<file path="src/rtl/legv8_pkg.sv">
// Shared encodings for the multicycle LEGv8 controller: states, opcode patterns,
// ALU and SignExtender codes, and the decoded control bundle.
package legv8_pkg;

  typedef enum logic [2:0] {
    S_FETCH  = 3'd0,
    S_DECODE = 3'd1,
    S_EXEC   = 3'd2,
    S_MEM    = 3'd3,
    S_WB     = 3'd4,
    S_FAULT  = 3'd7
  } state_e;

  typedef enum logic [2:0] {
    CLS_R    = 3'd0,
    CLS_I    = 3'd1,
    CLS_LDUR = 3'd2,
    CLS_STUR = 3'd3,
    CLS_B    = 3'd4,
    CLS_CBZ  = 3'd5
  } class_e;

  localparam logic [3:0] ALU_AND   = 4'b0000;
  localparam logic [3:0] ALU_ORR   = 4'b0001;
  localparam logic [3:0] ALU_ADD   = 4'b0010;
  localparam logic [3:0] ALU_SUB   = 4'b0110;
  localparam logic [3:0] ALU_PASSB = 4'b0111;

  localparam logic [1:0] SIGN_I  = 2'b00;
  localparam logic [1:0] SIGN_D  = 2'b01;
  localparam logic [1:0] SIGN_B  = 2'b10;
  localparam logic [1:0] SIGN_CB = 2'b11;

  localparam logic [10:0] OP_ADD  = 11'b10001011000;
  localparam logic [10:0] OP_SUB  = 11'b11001011000;
  localparam logic [10:0] OP_AND  = 11'b10001010000;
  localparam logic [10:0] OP_ORR  = 11'b10101010000;
  localparam logic [10:0] OP_ADDI = 11'b1001000100?;
  localparam logic [10:0] OP_SUBI = 11'b1101000100?;
  localparam logic [10:0] OP_LDUR = 11'b11111000010;
  localparam logic [10:0] OP_STUR = 11'b11111000000;
  localparam logic [10:0] OP_B    = 11'b000101?????;
  localparam logic [10:0] OP_CBZ  = 11'b10110100???;

  typedef struct packed {
    class_e      cls;
    logic [1:0]  signOp;
    logic [3:0]  aluOp;
    logic        aluSrc;
    logic        reg2loc;
  } ctrl_t;

endpackage

</file>
<file path="src/rtl/legv8_opdecode.sv">
// Combinational opcode decoder: maps IR[31:21] to an instruction class and the
// datapath controls that stay fixed for the whole instruction.
module legv8_opdecode
  import legv8_pkg::*;
(
  input  logic [10:0] i_opcode,
  output ctrl_t       o_ctrl,
  output logic        o_illegal
);

  always_comb begin
    o_ctrl         = '0;
    o_ctrl.cls     = CLS_R;
    o_ctrl.signOp  = SIGN_I;
    o_ctrl.aluOp   = ALU_ADD;
    o_ctrl.aluSrc  = 1'b0;
    o_ctrl.reg2loc = 1'b0;
    o_illegal      = 1'b0;
    casez (i_opcode)
      OP_ADD:  o_ctrl.aluOp = ALU_ADD;
      OP_SUB:  o_ctrl.aluOp = ALU_SUB;
      OP_AND:  o_ctrl.aluOp = ALU_AND;
      OP_ORR:  o_ctrl.aluOp = ALU_ORR;
      OP_ADDI: begin
        o_ctrl.cls    = CLS_I;
        o_ctrl.aluSrc = 1'b1;
      end
      OP_SUBI: begin
        o_ctrl.cls    = CLS_I;
        o_ctrl.aluOp  = ALU_SUB;
        o_ctrl.aluSrc = 1'b1;
      end
      OP_LDUR: begin
        o_ctrl.cls    = CLS_LDUR;
        o_ctrl.signOp = SIGN_D;
        o_ctrl.aluSrc = 1'b1;
      end
      OP_STUR: begin
        o_ctrl.cls     = CLS_STUR;
        o_ctrl.signOp  = SIGN_D;
        o_ctrl.aluSrc  = 1'b1;
        o_ctrl.reg2loc = 1'b1;
      end
      OP_B: begin
        o_ctrl.cls    = CLS_B;
        o_ctrl.signOp = SIGN_B;
        o_ctrl.aluOp  = ALU_AND;
      end
      OP_CBZ: begin
        o_ctrl.cls     = CLS_CBZ;
        o_ctrl.signOp  = SIGN_CB;
        o_ctrl.aluOp   = ALU_PASSB;
        o_ctrl.reg2loc = 1'b1;
      end
      default: o_illegal = 1'b1;
    endcase
  end

endmodule

</file>
<file path="src/rtl/multicycle_controller.sv">
// Sequencing FSM for the multicycle LEGv8 datapath (fetch/decode/exec/mem/wb)
// with a memory-wait watchdog and a sticky fault state.
module multicycle_controller
  import legv8_pkg::*;
#(
  parameter int unsigned MEM_TIMEOUT = 16
) (
  input  logic        CLK,
  input  logic        resetl,
  input  logic [10:0] opcode,
  input  logic        zero,
  input  logic        imem_valid,
  input  logic        dmem_ready,
  output logic        ir_we,
  output logic        pc_we,
  output logic        pc_src,
  output logic        reg_we,
  output logic        reg2loc,
  output logic        alu_src,
  output logic [3:0]  alu_op,
  output logic [1:0]  sign_op,
  output logic        mem_read,
  output logic        mem_write,
  output logic        mem_to_reg,
  output logic        fault,
  output logic [2:0]  state
);

  state_e      r_state;
  ctrl_t       r_ctrl;
  logic [15:0] r_waitCnt;
  ctrl_t       w_decCtrl;
  logic        w_illegal;
  logic        w_timeout;

  legv8_opdecode u_opdecode (
    .i_opcode  (opcode),
    .o_ctrl    (w_decCtrl),
    .o_illegal (w_illegal)
  );

  // The stall that would bring the count up to MEM_TIMEOUT is the one that faults.
  assign w_timeout = (MEM_TIMEOUT != 0) && (r_waitCnt == 16'(MEM_TIMEOUT - 1));

  always_ff @(posedge CLK or negedge resetl) begin
    if (!resetl) begin
      r_state   <= S_FETCH;
      r_ctrl    <= '0;
      r_waitCnt <= '0;
    end else begin
      case (r_state)
        S_FETCH: begin
          if (imem_valid) begin
            r_state <= S_DECODE;
          end else if (w_timeout) begin
            r_state <= S_FAULT;
          end else begin
            r_waitCnt <= r_waitCnt + 16'd1;
          end
        end
        S_DECODE: begin
          if (w_illegal) begin
            r_state <= S_FAULT;
          end else begin
            r_ctrl  <= w_decCtrl;
            r_state <= S_EXEC;
          end
        end
        S_EXEC: begin
          r_waitCnt <= '0;
          case (r_ctrl.cls)
            CLS_R, CLS_I:       r_state <= S_WB;
            CLS_LDUR, CLS_STUR: r_state <= S_MEM;
            default:            r_state <= S_FETCH;
          endcase
        end
        S_MEM: begin
          if (dmem_ready) begin
            r_waitCnt <= '0;
            r_state   <= (r_ctrl.cls == CLS_LDUR) ? S_WB : S_FETCH;
          end else if (w_timeout) begin
            r_state <= S_FAULT;
          end else begin
            r_waitCnt <= r_waitCnt + 16'd1;
          end
        end
        S_WB: begin
          r_waitCnt <= '0;
          r_state   <= S_FETCH;
        end
        S_FAULT: r_state <= S_FAULT;
        default: r_state <= S_FAULT;
      endcase
    end
  end

  // Strobes follow the registered state; ir_we is masked by reset so reset wins over imem_valid.
  always_comb begin
    ir_we     = 1'b0;
    pc_we     = 1'b0;
    pc_src    = 1'b0;
    reg_we    = 1'b0;
    mem_read  = 1'b0;
    mem_write = 1'b0;
    case (r_state)
      S_FETCH: ir_we = imem_valid & resetl;
      S_EXEC: begin
        if (r_ctrl.cls == CLS_B) begin
          pc_we  = 1'b1;
          pc_src = 1'b1;
        end else if (r_ctrl.cls == CLS_CBZ) begin
          pc_we  = 1'b1;
          pc_src = zero;
        end
      end
      S_MEM: begin
        mem_read  = (r_ctrl.cls == CLS_LDUR);
        mem_write = (r_ctrl.cls == CLS_STUR);
        pc_we     = (r_ctrl.cls == CLS_STUR) && dmem_ready;
      end
      S_WB: begin
        reg_we = 1'b1;
        pc_we  = 1'b1;
      end
      default: ;
    endcase
  end

  assign sign_op    = r_ctrl.signOp;
  assign alu_op     = r_ctrl.aluOp;
  assign alu_src    = r_ctrl.aluSrc;
  assign reg2loc    = r_ctrl.reg2loc;
  assign mem_to_reg = (r_ctrl.cls == CLS_LDUR);
  assign fault      = (r_state == S_FAULT);
  assign state      = r_state;

endmodule
</file>
<file path="config.mk">
export PLATFORM = sky130hd
export DESIGN_NAME = multicycle_controller
export DESIGN_NICKNAME = d
export VERILOG_FILES = /design/src/rtl/legv8_pkg.sv /design/src/rtl/legv8_opdecode.sv /design/src/rtl/multicycle_controller.sv
export SDC_FILE = /design/constraint.sdc
export NUM_CORES = 1
export LEC_CHECK = 0
export CAP_MARGIN = 10
export CELL_PAD_IN_SITES_DETAIL_PLACEMENT = 0
export CELL_PAD_IN_SITES_GLOBAL_PLACEMENT = 1
export CORE_ASPECT_RATIO = 0.9
export CORE_MARGIN = 4
export CORE_UTILIZATION = 53
export CTS_BUF_LIST = sky130_fd_sc_hd__clkbuf_4
export DETAILED_ROUTE_END_ITERATION = 7
export DONT_BUFFER_PORTS = 1
export HOLD_SLACK_MARGIN = 0.05
export PLACE_DENSITY = 0.92
export SKIP_LAST_GASP = 1
export SLEW_MARGIN = 25
export SYNTH_ARGS = -nofsm -noshare
export SYNTH_HDL_FRONTEND = slang
export SYNTH_SLANG_ARGS = --single-unit
</file>
<file path="constraint.sdc">
create_clock -name CLK -period 3.2 [get_ports CLK]
set_input_delay 0.64 -clock CLK [delete_from_list [all_inputs] [get_ports CLK]]
set_output_delay 0.64 -clock CLK [all_outputs]
set_load 0.005 [all_outputs]
</file>
==> summary by stage, run 1 <==
Worst setup path
At the worst endpoint, the arrival time is 1740 ps. The type of the worst setup path is reg2out. The maximum net fanout on the critical path is 11. The worst setup path is launched from a flip-flop.

The worst setup path is captured at a primary output. The required arrival time at the worst endpoint is 2560 ps.

Routing
The overall via count from detail_route is 1530. The residual antenna-violating net count after detailed routing is 0. Wires add up to 4070 um. In the final routed layout, each cell accounts on average for 16.4 um. For this run, design rule violations remaining after detail routing come to 0. The first detailed-routing pass took 4 iterations.

In this run, the number of DRC markers left after iteration 0 of detailed routing was 82. The mean number of vias per cell is 6.17.

Global route
The fraction of met3 tracks used by global routing is 0.0512. Entering global routing, the biggest net connects 30 pins. The first global-routing pass estimated 6990 um of wire. The most used routing layer is met2. The total routing resource utilization after global routing is 0.190. The sum of overflow across all layers after global routing is 0. The number of antenna violations at the first check in global routing is 0. The number of global-route vias before repair is 1538. The met2 track demand over resource in global routing is 0.299. For met1 alone, demand over resource in global routing was 0.250.

STA
The worst-case clock skew is 6.51 ps. The summed negative setup slack over all endpoints is 0 ps. After layout, the minimum clock period comes to 2380 ps. The max-slew headroom at the worst pin is 0.442. The number of endpoints with negative hold slack in the final report was 0. Setup repair after global routing left no endpoint under its margin. The slew at the pin closest to its max-slew limit is 830 ps. The peak clock frequency supported by timing is 0.420 GHz.

The count of final setup violators is 0. The final count of pins violating max slew was 0. The period utilization is 0.743.

Final layout
After the last flow step, the layout net total stands at 221. Once layout is complete, the utilization of the core stands at 0.564. The growth of design area from synthesis to finish is 1.19%. The fraction of final layout cells with drive strength greater than 1 is 0.132. The library cell used most frequently in the layout, excluding fill and tap cells, is sky130_fd_sc_hd__dfrtp_1.

The final-layout fill cell count is 313. The antenna diode count is 0. The library cells used most frequently in the layout, excluding fill and tap cells, are sky130_fd_sc_hd__dfrtp_1, sky130_fd_sc_hd__nor2_1, sky130_fd_sc_hd__xnor2_1, sky130_fd_sc_hd__nand2_1, sky130_fd_sc_hd__nor4_1.

Logic synthesis
The most common flop cell mapped by yosys is sky130_fd_sc_hd__dfrtp_1. The synthesized instance count is 210. After synthesis, the netlist uses 47 different library cells.

The share of the Yosys chip area taken by registers is 0.383. In this run, synthesis produced a sequential element count of 29. The synthesized design contains 0 enable-type register cells. The mapped netlist covers 1900 um2. After synthesis, the mean cell area works out to 9.03 um2. The proportion of register bits with asynchronous set or reset after synthesis is 1.00. During synthesis, Yosys emitted a total of 0 warnings. The number of nets handed over by synthesis was 227.

Floorplan
The region available for standard cell placement spans 3400 um2. The number of top-level pins is 35. The floorplan has 20 rows.

The overall die area is 4600 um2. The initial standard-cell utilization of the core is 0.557. The overall die height is 64.7 um. The overall die width is 71.0 um.

CTS
Buffers added to address setup during post-CTS repair amount to 0. The number of buffers created by CTS is 5. The number of sinks on the clock net is 29. The clock latency on the worst-skew pair is 320 ps. The clock-pin slew of the registers on the worst-case setup and hold paths is 80 ps.

The root buffer cell is sky130_fd_sc_hd__clkbuf_4. The H-tree depth is 2. The largest buffer count on any clock path is 2.

The clock tree from TritonCTS is built.

Hold path
The class of the worst hold path is in2async.

Placed design
At the end of routability-driven placement, the weighted congestion stood at 0.868. The number of port buffers is 0. The placed wire-length estimate after detailed placement is 2890 um.

Power
The analysis attributes to cell leakage a power of 0.000792 uW. The cell area power density is 309 nW/um2. The worst-case IR drop observed on VDD is 0.173 mV.

Job
The tool flagged a number of max-cap violations equal to 0.

Run status
The run finished with clean final reports.
[cell usage after synthesis, drive strengths merged, types with 2 or more instances]
library cell	n	area share
nor2b	8	0.026
dfrtp	29	0.38
nor4	10	0.041
clkbuf	3	0.0059
xnor2	15	0.069
a31oi	3	0.0099
a21oi	7	0.018
nand2b	4	0.013
buf	12	0.051
nor2	27	0.055
or4	3	0.016
nand2	14	0.028
or2	3	0.0099
a21o	2	0.0079
a2bb2oi	2	0.0092
and2	6	0.021
nor4b	4	0.018
nor3	5	0.013
and4	4	0.019
and3	2	0.0066
nand4	6	0.020
nand3	8	0.021
o21ai	8	0.025
mux2	5	0.030
nor3b	3	0.012
inv	4	0.0079
[state kept, by name, indices dropped and copies added, names as in the netlist]
name / flops
state: 3
sign_op: 2
reg2loc: 1
r_waitCnt: 16
alu_op: 3
alu_src: 1
r_ctrl: 3
[per-layer routing]
metal | routed length [um] | up-vias
li1 | - | 739
met1 | 1810 | 731
met2 | 1890 | 55
met3 | 322 | 5
met4 | 40 | 0
met5 | 0 | -
[path summary, 6_finish.rpt]
path                                    from  slack [ps]  depth (start not counted)      endpoint
worst max-delay path                state[1]         820                          5         pc_we
worst min-delay path                  resetl         130                          1      state[1]
worst max register to register  r_waitCnt[0]         870                          6  r_waitCnt[2]
worst min register to register    sign_op[1]         530                          1    sign_op[1]
max in group asynchronous             resetl        2900                          1       alu_src
min in group CLK                  dmem_ready         480                          2      state[2]
[per-stage QoR]
stage	hold slack, ps	setup slack [ps]	total power (uW)	instance area (um2)	cells
floorplan	344	1070	388	1900	210
global placement	345	921	388	1850	240
detailed placement	345	845	388	1850	240
CTS	126	806	605	1920	248
global route	110	636	635	1920	248
finish	131	821	593	1920	248
[cell type report]
| cell class | instances | area [um2] | area share |
|---|---|---|---|
| Clock buffer | 6 | 45.0 | 0.0235 |
| Sequential cell | 29 | 726 | 0.378 |
| Tap cell | 44 | 55.1 | 0.0287 |
| Clock inverter | 1 | 3.75 | 0.00196 |
| Multi-Input combinational cell | 162 | 1050 | 0.545 |
| Inverter | 4 | 15.0 | 0.00783 |
| Timing Repair Buffer | 2 | 27.5 | 0.0144 |
[report_power, final]
part           leakage [uW]  total [uW]  internal (uW)  switching (uW)
clock             0.0000292         202           88.0             114
combinational      0.000378        24.7           10.7            14.0
sequential         0.000384         366            366          0.0171
total              0.000792         593            465             128
[worst max-delay path, stage by stage (launching register included)]
cell and delay (ps):
sky130_fd_sc_hd__dfrtp_1 560, sky130_fd_sc_hd__nor2b_1 350, sky130_fd_sc_hd__nand3_1 140, sky130_fd_sc_hd__nor2_1 200, sky130_fd_sc_hd__nand2_1 70, sky130_fd_sc_hd__o21ai_0 100
[cells by family (layout without fill, tap and decap cells)]
kind of cell,Yosys count,count (layout),synth area share
flip-flops,29,29,0.383
adder cells (fa/ha/maj),1,1,0.00660
other,1,1,0.00198
AND/OR/NAND/NOR,113,113,0.349
XOR/XNOR,15,15,0.0693
buffers and inverters,19,13,0.0653
AO/OA/AOI/OAI,27,27,0.0957
multiplexers,5,5,0.0297
[timing repair]
item,CTS,global route
resized for setup,0,0
hold endpoints to repair,29,0
hold buffers,1,0
Power figures use the tool's default switching activity.
==> run 2, diff against run 1 <==
CORE_UTILIZATION = 45   (was 53)
PLACE_DENSITY = 0.83   (was 0.92)
clock period = 2.11 ns   (was 3.2 ns; I/O delays follow)
==> run 2 against run 1 <==
  * Hold slack better by 110 ps
  * Via count is 2.8% lower
  * First-iteration DRC count is 3.7% lower
  * Power is 54% higher
  * Register-to-register slack worse by 680 ps
  * Worst setup slack worse by 630 ps
  * Count of clock-buffer cells in the layout stayed put
  * Combinational power is 62% higher
  * Largest cell class unchanged
  * Non-clock buffer count is 9 higher
  * Sequential share of layout area is 1.5 points lower
  * Highest routed layer unchanged
  * Wire length is 1.9% lower
==> summary by stage, run 2 (same netlist as run 1, synthesis figures left out) <==
CTS
The H-tree depth was 2 (unchanged). The clock-pin slew of the registers on the worst-case setup and hold paths is 90 ps (about the same). The number of sinks on the clock net came to 29 (unchanged). CTS placed an instance of sky130_fd_sc_hd__clkbuf_4 at the clock tree root. TritonCTS built the clock tree. The clock latency on the worst-skew pair came to 320 ps (about the same).

The number of setup buffers added after CTS is 0 (unchanged). The largest buffer count on any clock path was 2 (unchanged). The number of buffers created by CTS is 5 (unchanged).

Worst setup path
The maximum net fanout on the critical path is 11 (unchanged). The type of the worst setup path is reg2reg. The largest incremental delay on the critical path is 560 ps (about the same). The nature of the critical path endpoint is a flip-flop. The required arrival time at the worst endpoint is 2300 ps (-260 ps). The worst setup path is launched from a flip-flop. The critical path arrival is 2120 ps (+380 ps).

The signal on the critical path passes through or4_4 -> nor4_4 -> buf_4 -> nor4_1 -> xnor2_1 -> nor2_1. The slowest cell on the critical path is sky130_fd_sc_hd__or4_4.

Global route
The number of antenna violations at the first check in global routing is 0 (unchanged). The number of global-route vias before repair is 1391 (-9.6%). The maximum number of pins on one net before global-route repair is 30 (unchanged). The sum of overflow across all layers after global routing is 0 (unchanged). The first-pass GRT wire length came to 6760 um (-3.3%). The total routing resource utilization after global routing is 0.155 (-0.0354).

Floorplan
The initial standard-cell utilization of the core was 0.465 (-0.0917). The overall die height came to 69.6 um (+7.5%). The overall die width is 76.4 um (+7.6%). The overall die area is 5320 um2 (+16%). The core region area is 4070 um2 (+20%). The number of top-level pins is 35 (unchanged). The number of standard-cell rows in the floorplan is 22 (+10%).

STA
The final count of pins violating max slew was 0 (unchanged). The slack of the critical path is 190 ps (-632 ps). The worst-case clock skew is 9.04 ps (+2.53 ps). The final critical path time including I/O delays and setup is 1920 ps.

Setup repair after global routing left no endpoint under its margin. The number of endpoints with negative hold slack in the final report came to 0 (unchanged). The period utilization is 0.910. For this run, the top clock speed supported by timing is 0.521 GHz.

The slew at the pin closest to its max-slew limit was 723 ps (-108 ps). The max-slew headroom at the worst pin is 0.518 (+0.0760). The count of final setup violators is 0 (unchanged). The summed negative setup slack over all endpoints is 0 ps (unchanged).

Final layout
The core occupancy in the finished layout is 0.491 (-0.0728). The antenna diode count is 0 (unchanged). Counting flops per register, the top entry is r_waitCnt. The most frequent standard cell in the layout excluding fill and tap cells is sky130_fd_sc_hd__dfrtp_1. The library cells used most frequently in the layout, excluding fill and tap cells, are sky130_fd_sc_hd__dfrtp_1, sky130_fd_sc_hd__nor2_1, sky130_fd_sc_hd__xnor2_1, sky130_fd_sc_hd__nand2_1. The number of flip-flops under the largest register name is 16 (unchanged). The net count of the finished layout is 230 (+4.1%). The fraction of final layout cells with drive strength greater than 1 came to 0.174 (+0.0414). The growth of design area from synthesis to finish is 5.48%.

Placed design
The global placement routability congestion came to 0.837 (-3.6%). The placed wire-length estimate after detailed placement is 2850 um (-1.3%). The worst setup slack after placement was 31.1 ps (-814 ps). The number of port buffers is 0 (unchanged).

Routing
The post-detailed-routing wire length is 3990 um (-1.9%). The overall via count from detail_route came to 1487 (-2.8%). The violation count after the first detailed-routing iteration is 79 (-3.7%). The number of DRC violations after detailed routing is 0 (unchanged). The mean number of vias per cell is 5.70 (-7.7%). The iteration count of the initial detailed-routing pass is 4 (unchanged).

The routed wirelength normalized by instance count is 15.3 um (-6.8%). The residual antenna-violating net count after detailed routing came to 0 (unchanged).

Hold path
The class of the worst hold path is in2reg.

Power
The worst ir drop on vdd is 0.174 mV (+0.31%). The cell area power density is 455 nW/um2 (+47%). The static leakage is 0.000839 uW (+5.9%). The overall power consumption is 910 uW (+54%).

Run status
The flow ran to the end, and the final reports show no timing, DRC or antenna violations.

Job
The count of maximum capacitance violations is 0 (unchanged).
==> run 2: changes by cell type in the layout (fill, tap and decap cells not counted) <==
cell / change
sky130_fd_sc_hd__nor2b_1: -1
sky130_fd_sc_hd__a21oi_2: +1
sky130_fd_sc_hd__a21oi_1: -1
sky130_fd_sc_hd__nor2b_2: +1
sky130_fd_sc_hd__dlygate4sd3_1: +1
sky130_fd_sc_hd__buf_4: +8
==> run 2: worst max-delay path: cells and delay by family (launching register included) <==
family                 cells  cell delay [ps]
AND/OR/NAND/NOR            4              980
flip-flops                 1              420
XOR/XNOR                   1              170
buffers and inverters      1              230
==> run 2: timing repair <==
item,in CTS,in global routing
hold buffers,2,0
endpoints found under the setup margin,0,1
gates resized for setup,0,1
hold endpoints to repair,29,0
==> run 2: path summary, 6_finish.rpt <==
kind                                 endpoint     startpoint  slack (ps)  depth (start not counted)
worst min-delay path                 state[2]     dmem_ready         240                          2
worst max register to register  r_waitCnt[15]  r_waitCnt[12]         190                          6
max in group asynchronous             reg2loc         resetl        1410                          2
worst min register to register     sign_op[1]     sign_op[1]         520                          1
min in group asynchronous            state[1]         resetl         530                          2
worst max-delay path            r_waitCnt[15]  r_waitCnt[12]         190                          6
==> run 2: routing by layer <==
metal | vias up | wire, um | GRT usage
li1 | 747 | - | -
met1 | 693 | 1990 | 0.233
met2 | 45 | 1670 | 0.204
met3 | 2 | 303 | 0.0545
met4 | 0 | 27 | 0.0483
met5 | - | 0 | 0
==> run 2: power by group <==
group | switching, uW | internal (uW) | total (uW)
registers | 0.0248 | 555 | 555
logic | 22.1 | 18.0 | 40.0
clock network | 182 | 134 | 315
total | 204 | 707 | 910
==> run 2: layout make-up <==
cell class / instances / area, um2
Multi-Input combinational cell: 162 / 1050
Inverter: 4 / 15.0
Sequential cell: 29 / 726
Clock inverter: 1 / 3.75
Clock buffer: 6 / 45.0
Timing Repair Buffer: 11 / 97.6
Fill cell: 392 / 2070
Tap cell: 48 / 60.1
==> run 2: per-stage QoR <==
step,cells,hold slack (ps),instance area (um2)
floorplan,210,126,1900
global placement,252,127,1910
detailed placement,252,127,1920
CTS,261,230,2000
global route,261,231,2000
finish,261,244,2000
